File: config.mk
export PLATFORM = sky130hd
export DESIGN_NAME = mxu_feeder
export DESIGN_NICKNAME = d
export VERILOG_FILES = /design/src/rtl/mxu_feeder.sv
export SDC_FILE = /design/constraint.sdc
export NUM_CORES = 1
export LEC_CHECK = 0
export CAP_MARGIN = 20
export CORE_MARGIN = 1
export CORE_UTILIZATION = 41
export DETAILED_ROUTE_END_ITERATION = 16
export PLACE_DENSITY = 0.74
export SLEW_MARGIN = 10
export SYNTH_ARGS = -nofsm -noshare
export SYNTH_HDL_FRONTEND = slang
export SYNTH_SLANG_ARGS = --single-unit
File: constraint.sdc
create_clock -name clk -period 9.9 [get_ports clk]
set_input_delay 0.99 -clock clk [delete_from_list [all_inputs] [get_ports clk]]
set_output_delay 0.99 -clock clk [all_outputs]
set_load 0.01 [all_outputs]
File: src/rtl/mxu_feeder.sv
// mxu_feeder: upstream feeder for a GRID_SIZE x GRID_SIZE systolic matrix unit.
// Captures matrices A and B one row per beat over a valid/ready handshake, then
// streams them into the array with diagonal skew (west lane r delayed r cycles,
// north lane c delayed c cycles), drives the array clock-enable and pulses done.
//
// Ports:
//   clk        in   clock, rising edge
//   rst        in   asynchronous active-high reset
//   in_valid   in   beat on in_a/in_b is valid
//   in_ready   out  block accepts a beat (high in LOAD only)
//   in_a       in   row k of A, lane j = element A[k][j]
//   in_b       in   row k of B, same lane packing
//   hold       in   stall request while streaming
//   west_out   out  west lanes, lane r carries row r of A (registered)
//   north_out  out  north lanes, lane c carries column c of B (registered)
//   mxu_ce     out  array clock-enable (registered)
//   done       out  one-cycle pulse when streaming completes (registered)
module mxu_feeder #(
    parameter int NUM_SIZE  = 16,
    parameter int GRID_SIZE = 2
) (
    input  logic                          clk,
    input  logic                          rst,
    input  logic                          in_valid,
    output logic                          in_ready,
    input  logic [NUM_SIZE*GRID_SIZE-1:0] in_a,
    input  logic [NUM_SIZE*GRID_SIZE-1:0] in_b,
    input  logic                          hold,
    output logic [NUM_SIZE*GRID_SIZE-1:0] west_out,
    output logic [NUM_SIZE*GRID_SIZE-1:0] north_out,
    output logic                          mxu_ce,
    output logic                          done
);

    localparam int G  = GRID_SIZE;
    localparam int S  = 3 * G - 2;
    localparam int BW = $clog2(G + 1);
    localparam int TW = (S > 1) ? $clog2(S) : 1;

    typedef enum logic [1:0] {
        LOAD   = 2'd0,
        STREAM = 2'd1,
        DONE   = 2'd2
    } state_t;

    state_t                    state;
    state_t                    state_next;
    logic [BW-1:0]             beat_cnt;
    logic [BW-1:0]             beat_cnt_next;
    logic [TW-1:0]             t;
    logic [TW-1:0]             t_next;
    logic [NUM_SIZE*G-1:0]     west_next;
    logic [NUM_SIZE*G-1:0]     north_next;
    logic                      ce_next;
    logic                      done_next;
    logic                      accept;

    // Operand buffer; contents are don't-care after reset, so no reset here.
    logic [NUM_SIZE-1:0]       buf_a [G][G];
    logic [NUM_SIZE-1:0]       buf_b [G][G];

    assign in_ready = (state == LOAD);
    assign accept   = in_valid & in_ready;

    // Capture an accepted beat into buffer row beat_cnt.
    always_ff @(posedge clk) begin
        for (int r = 0; r < G; r++) begin
            if (accept && (beat_cnt == BW'(r))) begin
                for (int j = 0; j < G; j++) begin
                    buf_a[r][j] <= in_a[j*NUM_SIZE +: NUM_SIZE];
                    buf_b[r][j] <= in_b[j*NUM_SIZE +: NUM_SIZE];
                end
            end
        end
    end

    // Next-state, counter and output-register decode.
    always_comb begin
        state_next    = state;
        beat_cnt_next = beat_cnt;
        t_next        = t;
        west_next     = '0;
        north_next    = '0;
        ce_next       = 1'b0;
        done_next     = 1'b0;
        case (state)
            LOAD: begin
                if (accept) begin
                    if (beat_cnt == BW'(G - 1)) begin
                        beat_cnt_next = '0;
                        t_next        = '0;
                        state_next    = STREAM;
                    end else begin
                        beat_cnt_next = beat_cnt + BW'(1);
                    end
                end else begin
                    beat_cnt_next = beat_cnt;
                end
            end
            STREAM: begin
                if (hold) begin
                    // Freeze the lanes; the step is neither dropped nor repeated.
                    west_next  = west_out;
                    north_next = north_out;
                end else begin
                    ce_next = 1'b1;
                    // Element (r,j) of A enters west lane r at step r+j;
                    // element (i,c) of B enters north lane c at step i+c.
                    for (int r = 0; r < G; r++) begin
                        for (int j = 0; j < G; j++) begin
                            if ((r + j) == int'(t)) begin
                                west_next[r*NUM_SIZE +: NUM_SIZE]  = buf_a[r][j];
                            end
                            if ((r + j) == int'(t)) begin
                                north_next[j*NUM_SIZE +: NUM_SIZE] = buf_b[r][j];
                            end
                        end
                    end
                    if (t == TW'(S - 1)) begin
                        t_next     = '0;
                        state_next = DONE;
                    end else begin
                        t_next = t + TW'(1);
                    end
                end
            end
            DONE: begin
                // First DONE cycle raises done; the second returns to LOAD.
                if (!done) begin
                    done_next = 1'b1;
                end else begin
                    beat_cnt_next = '0;
                    t_next        = '0;
                    state_next    = LOAD;
                end
            end
            default: begin
                beat_cnt_next = '0;
                t_next        = '0;
                state_next    = LOAD;
            end
        endcase
    end

    // State, counters and registered outputs.
    always_ff @(posedge clk or posedge rst) begin
        if (rst) begin
            state     <= LOAD;
            beat_cnt  <= '0;
            t         <= '0;
            west_out  <= '0;
            north_out <= '0;
            mxu_ce    <= 1'b0;
            done      <= 1'b0;
        end else begin
            state     <= state_next;
            beat_cnt  <= beat_cnt_next;
            t         <= t_next;
            west_out  <= west_next;
            north_out <= north_next;
            mxu_ce    <= ce_next;
            done      <= done_next;
        end
    end

endmodule

==> results of run 1 <==
critical path, delay by kind of cell:
| kind | cells | cell delay [ns] |
|---|---|---|
| compound gates | 1 | 0.35 |
| buf+inv | 2 | 1.02 |
| simple gates | 1 | 0.74 |
area by class of cell:
| class | instances | area share |
|---|---|---|
| clock buffers | 21 | 0.0493 |
| flip-flops and latches | 200 | 0.605 |
| well taps | 225 | 0.0302 |
| repair buffers | 141 | 0.149 |
| multi-input cells | 242 | 0.151 |
| clock inverters | 11 | 0.0131 |
| inverters | 4 | 0.00188 |
registers in the layout (all words and copies together), names as in the netlist:
signal / cells
beat_cnt: 2
buf_a: 64
buf_b: 64
done: 1
mxu_ce: 1
north_out: 32
state: 2
t: 2
west_out: 32
metrics by stage:
| step | instance area, um2 | setup slack (ns) | std cells |
|---|---|---|---|
| global route | 9330 | 6.87 | 844 |
| detailed placement | 8750 | 6.64 | 812 |
| floorplan | 7210 | 2.14 | 477 |
| global placement | 8740 | 6.68 | 811 |
| finish | 9330 | 7.11 | 844 |
| CTS | 9330 | 7.08 | 844 |
path summary, 6_finish.rpt:
path                                from       endpoint  slack (ns)  cells after the start
max                                 hold  north_out[12]        7.11                      4
max in group asynchronous            rst  north_out[31]        8.11                      3
max reg2reg                         t[1]  north_out[23]        7.16                      5
min in group asynchronous            rst    beat_cnt[0]        1.18                      3
min reg2reg                north_out[21]  north_out[21]        0.49                      2
min                        north_out[21]  north_out[21]        0.49                      2
cells in the mapped netlist (2+ instances only):
library cell,instances,area (um2)
edfxtp_1,128,3840
nand2_1,85,319
dfrtp_1,72,1800
a22oi_1,44,330
o21ai_1,40,200
o21ai_0,24,120
a22o_1,20,175
buf_2,14,70.1
clkbuf_1,12,45.0
ha_1,4,50.1
nor2b_1,4,25.0
buf_6,3,33.8
inv_1,3,11.3
nand2b_1,2,12.5
nand3b_1,2,15.0
power groups by stage:
stage                     Clock (uW)  Sequential, uW  Combinational (uW)
after floorplan                    0            1220                 346
after global placement             0            1180                 666
after detailed placement           0            1190                 693
after CTS                        692            1170                 695
after global routing             726            1190                 753
final                            680            1170                 684
routing by layer:
metal,up-vias,track usage,part of all wire
met1,2181,0.227,0.43
met2,133,0.296,0.50
met4,0,0.0680,0.017
met5,-,0,0
li1,2023,-,-
met3,19,0.0454,0.053
cells by family (layout without fill, tap and decap cells):
| group | after synthesis | count (layout) | synth area share |
|---|---|---|---|
| buffers and inverters | 35 | 177 | 0.0245 |
| AOI/OAI and AO/OA | 135 | 135 | 0.122 |
| muxes | 2 | 2 | 0.00295 |
| DFF | 200 | 200 | 0.783 |
| and+or+nand+nor | 101 | 101 | 0.0604 |
| adders and majority gates | 4 | 4 | 0.00694 |
==> results.yml, run 1 <==
sta:
  tns_ns: 0
  timing.fmax_mhz: 358
  fin_crit_ns: 2.79
  hold_ws_ns: 0.490
  fin_crit_sh: 0.282
  rsz0062_at_grt: "no"
  setup_viol: 0
  hold_viol_final: 0
  slew_viol_final: 0
  clock_skew_ns: 0.00643
  slew_headroom: 0.330
  worst_pin_slew_ns: 1.01
final_layout:
  fin_util: 0.542
  final_common_cell: "clkdlybuf4s50_1"
  nets: 678
  multi_input_comb_area_um2: 1410
  area_growth_pct: 29.5
  regArea_um2: 5650
  drive_above_1_share: 0.0808
  antennaDiodeCount: 0
  layout_common_cells: "clkdlybuf4s50_1 (134), edfxtp_1 (128), nand2_1 (85)"
  n_fill_cell: 1393
worst_setup_path:
  start_kind: "primary input"
  slowest_delay_ns: 0.74
  critPathKind: "primary input to flip-flop"
  slowest_stage: "or2_2"
  worstPathCellList: "clkdlybuf4s50_1 > or2_2 > clkinv_2 > a22o_1"
  worstSetupEndpointType: "flip-flop"
  cp.required_ns: 10.21
  worstPathMaxFanout: 45
  crit_arrival_ns: 3.10
yosys:
  synth_edf_count: 128
  postSynthCellCount: 477
  yosysSeqAreaShare: 0.783
  ys_ff_latch: 200
  synth_area_um2: 7210
  synth_warnings: 0
  syn_nets: 549
  syn_avg_cell_area_um2: 15.1
  ys_types: 35
  async_flop_share: 0.360
  synth_flop_cell: "edfxtp_1"
routing:
  drt_first_pass_iters: 7
  finalWirelength_mm: 15.3
  wl_per_cell_um: 18.2
  drtAntennaViolNets: 0
  drt_iter0_markers: 263
  vias_per_cell: 5.16
  vias: 4356
  drc_errors: 0
clock_tree:
  cts_buffers: 17
  ctsResizeCount: 0
  post_cts_buffers: 0
  cts_root_buffer: "clkbuf_16"
  clk_latency_ns: 0.42
  hold_buffers: 0
  cts_max_level: 4
  clkSinkCount: 200
  clk_pin_slew_ns: 0.07
  cts_tree: "yes"
  clock_path_buffers: 2
floorplanning:
  fp-row-count: 48
  die_h_um: 135
  initial_core_util: 0.418
  design.core.area_um2: 17200
  ios: 135
  die_area_um2: 18100
  dieWidth_um: 135
global_route:
  overflow: 0
  grt.total_usage: 0.179
  grt_first_pass_wirelength_mm: 24.1
  grt_pass1_vias: 4599
  grt_start_max_net_pins: 73
  antenna_found_initial: 0
placed_design:
  io_buffers: 134
  detailed_place_hpwl_mm: 9.49
  place.gp.congestion: 0.731
power:
  seqPwrFrac: 0.462
  p_int_uw: 1760
  power_uw: 2530
  static-leakage-power_uw: 0.00341
  p_sw_uw: 773
  swShare: 0.305
  p_comb_frac: 0.270
  p_clk_frac: 0.268
  ir_drop_v: 0.000125
  pwr_density_cell_nw_per_um2: 271
hold_path:
  min_path_type: "flip-flop to flip-flop"
outcome:
  status: "finished, final reports clean"
run:
  maxCapViolCount: 0
Power figures use the tool's default switching activity.
==> inputs of run 2 (changes only) <==
==> constraint.sdc (replaced) <==
create_clock -name clk -period 2.9 [get_ports clk]
set_input_delay 0.29 -clock clk [delete_from_list [all_inputs] [get_ports clk]]
set_output_delay 0.29 -clock clk [all_outputs]
set_load 0.01 [all_outputs]
==> results.yml, run 2 (same netlist as run 1, synthesis figures left out) <==
sta:
  worst_pin_slew_ns: 0.719
  slew_viol_final: 0
  slew_headroom: 0.521
  setup_viol: 0
  fin_crit_ns: 2.03
  clock_skew_ns: 0.00621
  tns_ns: 0
  hold_ws_ns: 0.255
  hold_viol_final: 0
  timing.fmax_mhz: 493
  fin_crit_sh: 0.700
  rsz0062_at_grt: "no"
outcome:
  status: "finished, final reports clean"
final_layout:
  area_growth_pct: 30.6
  multi_input_comb_area_um2: 1440
  nets: 684
  regArea_um2: 5650
  n_fill_cell: 1376
  drive_above_1_share: 0.0896
  largestRegisters: "buf_a (64), buf_b (64)"
  antennaDiodeCount: 0
  final_common_cell: "clkdlybuf4s50_1"
  layout_common_cells: "clkdlybuf4s50_1 (134), edfxtp_1 (128), nand2_1 (85)"
floorplanning:
  die_h_um: 135
  initial_core_util: 0.418
  ios: 135
  dieWidth_um: 135
  die_area_um2: 18100
  fp-row-count: 48
  design.core.area_um2: 17200
clock_tree:
  clock_path_buffers: 2
  clk_pin_slew_ns: 0.07
  cts_root_buffer: "clkbuf_16"
  hold_buffers: 0
  cts_max_level: 4
  clk_latency_ns: 0.42
  post_cts_buffers: 0
  clkSinkCount: 200
  ctsResizeCount: 0
  cts_buffers: 17
  cts_tree: "yes"
power:
  p_comb_frac: 0.273
  p_sw_uw: 2610
  pwr_density_cell_nw_per_um2: 924
  p_int_uw: 6090
  swShare: 0.300
  p_clk_frac: 0.270
  seqPwrFrac: 0.458
  ir_drop_v: 0.000514
  static-leakage-power_uw: 0.00346
worst_setup_path:
  reg2reg_from: "state[0]"
  critPathKind: "flip-flop to output port"
  start_kind: "flip-flop"
  cp.required_ns: 2.61
  crit_arrival_ns: 1.74
  worstPathMaxFanout: 8
  r2r_slack_ns: 0.99
  worstSetupEndpointType: "output port"
  worstReg2RegEnd: "west_out[20]"
  r2r_cells: 4
global_route:
  overflow: 0
  grt_pass1_vias: 4400
  grt_start_max_net_pins: 54
  grt_first_pass_wirelength_mm: 23.6
  antenna_found_initial: 0
  grt.total_usage: 0.176
routing:
  drt_iter0_markers: 296
  drc_errors: 0
  drtAntennaViolNets: 0
  finalWirelength_mm: 15.0
  drt_first_pass_iters: 4
  vias_per_cell: 5.13
  vias: 4360
  wl_per_cell_um: 17.7
placed_design:
  detailed_place_hpwl_mm: 9.68
  place.gp.congestion: 0.782
  io_buffers: 134
hold_path:
  min_path_type: "primary input to asynchronous set/reset pin"
run:
  maxCapViolCount: 0
[run 2: cell types whose count changed in the layout (fill, tap and decap cells not counted), sizes merged]
cell / before / now
buf: 7 / 13
bufinv: 2 / 3
clkbuf: 21 / 19
clkinv: 5 / 8
clkinvlp: 4 / 2
[run 2: worst max path at each step]
stage / start / end / cells past startpoint
2_1_floorplan: state[1] / buf_a[0][0] / 2
3_3_place_gp: in_valid / buf_a[1][9] / 4
3_5_place_dp: in_valid / buf_a[1][25] / 4
4_1_cts: state[0] / in_ready / 2
5_1_grt: state[1] / in_ready / 2
6_report: state[0] / in_ready / 2
[run 2: worst max-delay path, cell delays in order, from the launching register on]
cell,delay (ns)
dfrtp_1,0.51
nor2_1,0.24
clkdlybuf4s50_1,0.57
[run 2: final cells by class]
cell class / instances / share of cell area
clock inverter: 13 / 0.0162
timing repair buffer: 147 / 0.154
inverter: 4 / 0.00186
tap: 225 / 0.0299
sequential: 200 / 0.600
clock buffer: 19 / 0.0460
multi-input combinational: 242 / 0.152
[run 2: layer usage]
layer / up-vias / wire length, um / global-route usage / share of wire
met1: 2186 / 6520 / 0.231 / 0.43
met2: 134 / 7570 / 0.289 / 0.50
met5: - / 0 / 0 / 0
li1: 2029 / - / - / -
met4: 0 / 121 / 0.0462 / 0.0081
met3: 11 / 802 / 0.0480 / 0.053
[run 2: power groups by stage]
stage | Combinational [uW] | Sequential, uW | Clock, uW
after CTS | 2420 | 3990 | 2390
final | 2370 | 3980 | 2340
after detailed placement | 2410 | 4030 | 0
after floorplan | 1210 | 4110 | 0
after global placement | 2360 | 4010 | 0
after global routing | 2620 | 4040 | 2500
[run 2: per-stage QoR]
| stage | area, um2 | setup WS (ns) | util | power, uW | std cells |
|---|---|---|---|---|---|
| final | 9420 | 0.870 | 0.546 | 8700 | 850 |
| after global routing | 9420 | 0.792 | 0.546 | 9160 | 850 |
| after global placement | 8830 | 0.726 | 0.512 | 6360 | 818 |
| after CTS | 9420 | 0.859 | 0.546 | 8800 | 850 |
| after detailed placement | 8830 | 0.659 | 0.512 | 6450 | 818 |
| after floorplan | 7250 | -0.157 | - | 5310 | 477 |
==> inputs of run 3 (changes only) <==
--- a/config.mk
+++ b/config.mk
@@ -9,7 +9,7 @@
 export CORE_MARGIN = 1
 export CORE_UTILIZATION = 41
 export DETAILED_ROUTE_END_ITERATION = 16
-export PLACE_DENSITY = 0.74
+export PLACE_DENSITY = 0.77
 export SLEW_MARGIN = 10
 export SYNTH_ARGS = -nofsm -noshare
 export SYNTH_HDL_FRONTEND = slang
==> constraint.sdc (replaced) <==
create_clock -name clk -period 1.8 [get_ports clk]
set_input_delay 0.18 -clock clk [delete_from_list [all_inputs] [get_ports clk]]
set_output_delay 0.18 -clock clk [all_outputs]
set_load 0.01 [all_outputs]
==> results.yml, run 3 (same netlist as run 1, synthesis figures left out) <==
final_layout:
  area_growth_pct: 31.9
  antennaDiodeCount: 0
  final_common_cell: "clkdlybuf4s50_1"
  multi_input_comb_area_um2: 1450
  n_fill_cell: 1330
  drive_above_1_share: 0.0971
  regArea_um2: 5650
  design_area_um2: 9510
  nets: 687
  largestRegisters: "buf_a (64), buf_b (64)"
  stdcell_count: 853
  fin_util: 0.552
  layout_common_cells: "clkdlybuf4s50_1 (133), edfxtp_1 (128), nand2_1 (85)"
placed_design:
  detailed_place_hpwl_mm: 10.1
  place_inst: 820
  io_buffers: 134
  place.gp.congestion: 0.765
  pre_cts_ws_ns: -0.0935
  placed_area_um2: 8900
worst_setup_path:
  cp_top_family: "buffers and inverters"
  crit_arrival_ns: 1.97
  worstPathCellList: "inv_1 > ha_2 > buf_4 > o21ai_0 > a22o_1"
  slowest_stage: "dfrtp_1"
  worstPathMaxFanout: 33
  cp.required_ns: 2.12
  start_kind: "flip-flop"
  critPathKind: "flip-flop to flip-flop"
  critPathBufInv: 2
  slowest_delay_ns: 0.43
  worstSetupEndpointType: "flip-flop"
routing:
  vias: 4405
  vias_per_cell: 5.16
  finalWirelength_mm: 15.4
  drc_errors: 0
  drt_iter0_markers: 262
  wl_per_cell_um: 18.1
  drtAntennaViolNets: 0
  drt_first_pass_iters: 4
clock_tree:
  clkSinkCount: 200
  clk_latency_ns: 0.43
  clk_pin_slew_ns: 0.07
  cts_tree: "yes"
  cts_root_buffer: "clkbuf_16"
  cts_max_level: 4
  cts_buffers: 17
  clock_path_buffers: 2
global_route:
  gr-max-usage-layer: "met2"
  use_met3: 0.0435
  met1_usage: 0.237
  grt_pass1_vias: 4439
  overflow: 0
  grt_first_pass_wirelength_mm: 23.9
  grt.total_usage: 0.181
  grt_start_max_net_pins: 65
  antenna_found_initial: 0
  grt_use_met2: 0.296
hold_path:
  min_path_type: "primary input to asynchronous set/reset pin"
power:
  pwr_density_cell_nw_per_um2: 1490
  static-leakage-power_uw: 0.00348
  ir_drop_v: 0.000999
sta:
  slew_viol_final: 0
  slew_headroom: 0.650
  setup_ws_ns: 0.151
  worst_pin_slew_ns: 0.524
  rsz0062_at_grt: "no"
  setup_viol: 0
  hold_viol_final: 0
  timing.fmax_mhz: 606
  fin_crit_sh: 0.916
  fin_crit_ns: 1.65
  clock_skew_ns: 0.00935
floorplanning:
  die_area_um2: 18100
  die_h_um: 135
  design.core.area_um2: 17200
  initial_core_util: 0.418
  fp-row-count: 48
  dieWidth_um: 135
  ios: 135
run:
  maxCapViolCount: 0
outcome:
  status: "finished, final reports clean"
run 3: power by group:
part	switching [uW]	leakage (uW)	total, uW	internal [uW]
Clock	1570	0.000279	3760	2190
Sequential	478	0.00215	6430	5950
Combinational	2190	0.00105	3940	1750
Total	4240	0.00348	14100	9880
run 3: final cells by class:
class	instances	share of cell area
Clock buffer	21	0.0463
Clock inverter	11	0.0153
Multi-Input combinational cell	243	0.153
Tap cell	225	0.0296
Inverter	4	0.00211
Timing Repair Buffer	149	0.160
Sequential cell	200	0.594
run 3: final timing paths:
path	startpoint	to	slack [ns]	depth (start not counted)
min	rst	west_out[21]	0.15	2
max in group asynchronous	rst	north_out[7]	1.14	3
max reg2reg	t[0]	north_out[30]	0.15	5
min reg2reg	north_out[26]	north_out[26]	0.49	2
max	t[0]	north_out[30]	0.15	5
min in group clk	in_a[7]	buf_a[0][23]	0.33	1
run 3: what timing repair did:
action                     in CTS  in global routing
gates resized for setup         5                  2
pin swaps                       0                  0
cloned                          1                  0
buffers inserted                0                  0
setup endpoints to repair      32                 12
hold buffers                    0                  0
run 3: through the flow:
step                      total power [uW]  hold slack [ns]  TNS (ns)
after detailed placement             10400            0.478    -0.533
after CTS                            14200            0.156         0
after global routing                 14800            0.180         0
after floorplan                       8570            0.279   -143.77
final                                14100            0.149         0
after global placement               10300            0.478         0
run 3: worst reg2reg max path: stages, from the launching register on:
cell and delay [ns]:
dfrtp_1 0.43, inv_1 0.11, ha_2 0.26, buf_4 0.38, o21ai_0 0.16, a22o_1 0.19
run 3: layer usage:
layer,vias to the layer above,share of wire
li1,2040,-
met1,2191,0.43
met2,152,0.50
met3,22,0.057
met4,0,0.016
met5,-,0
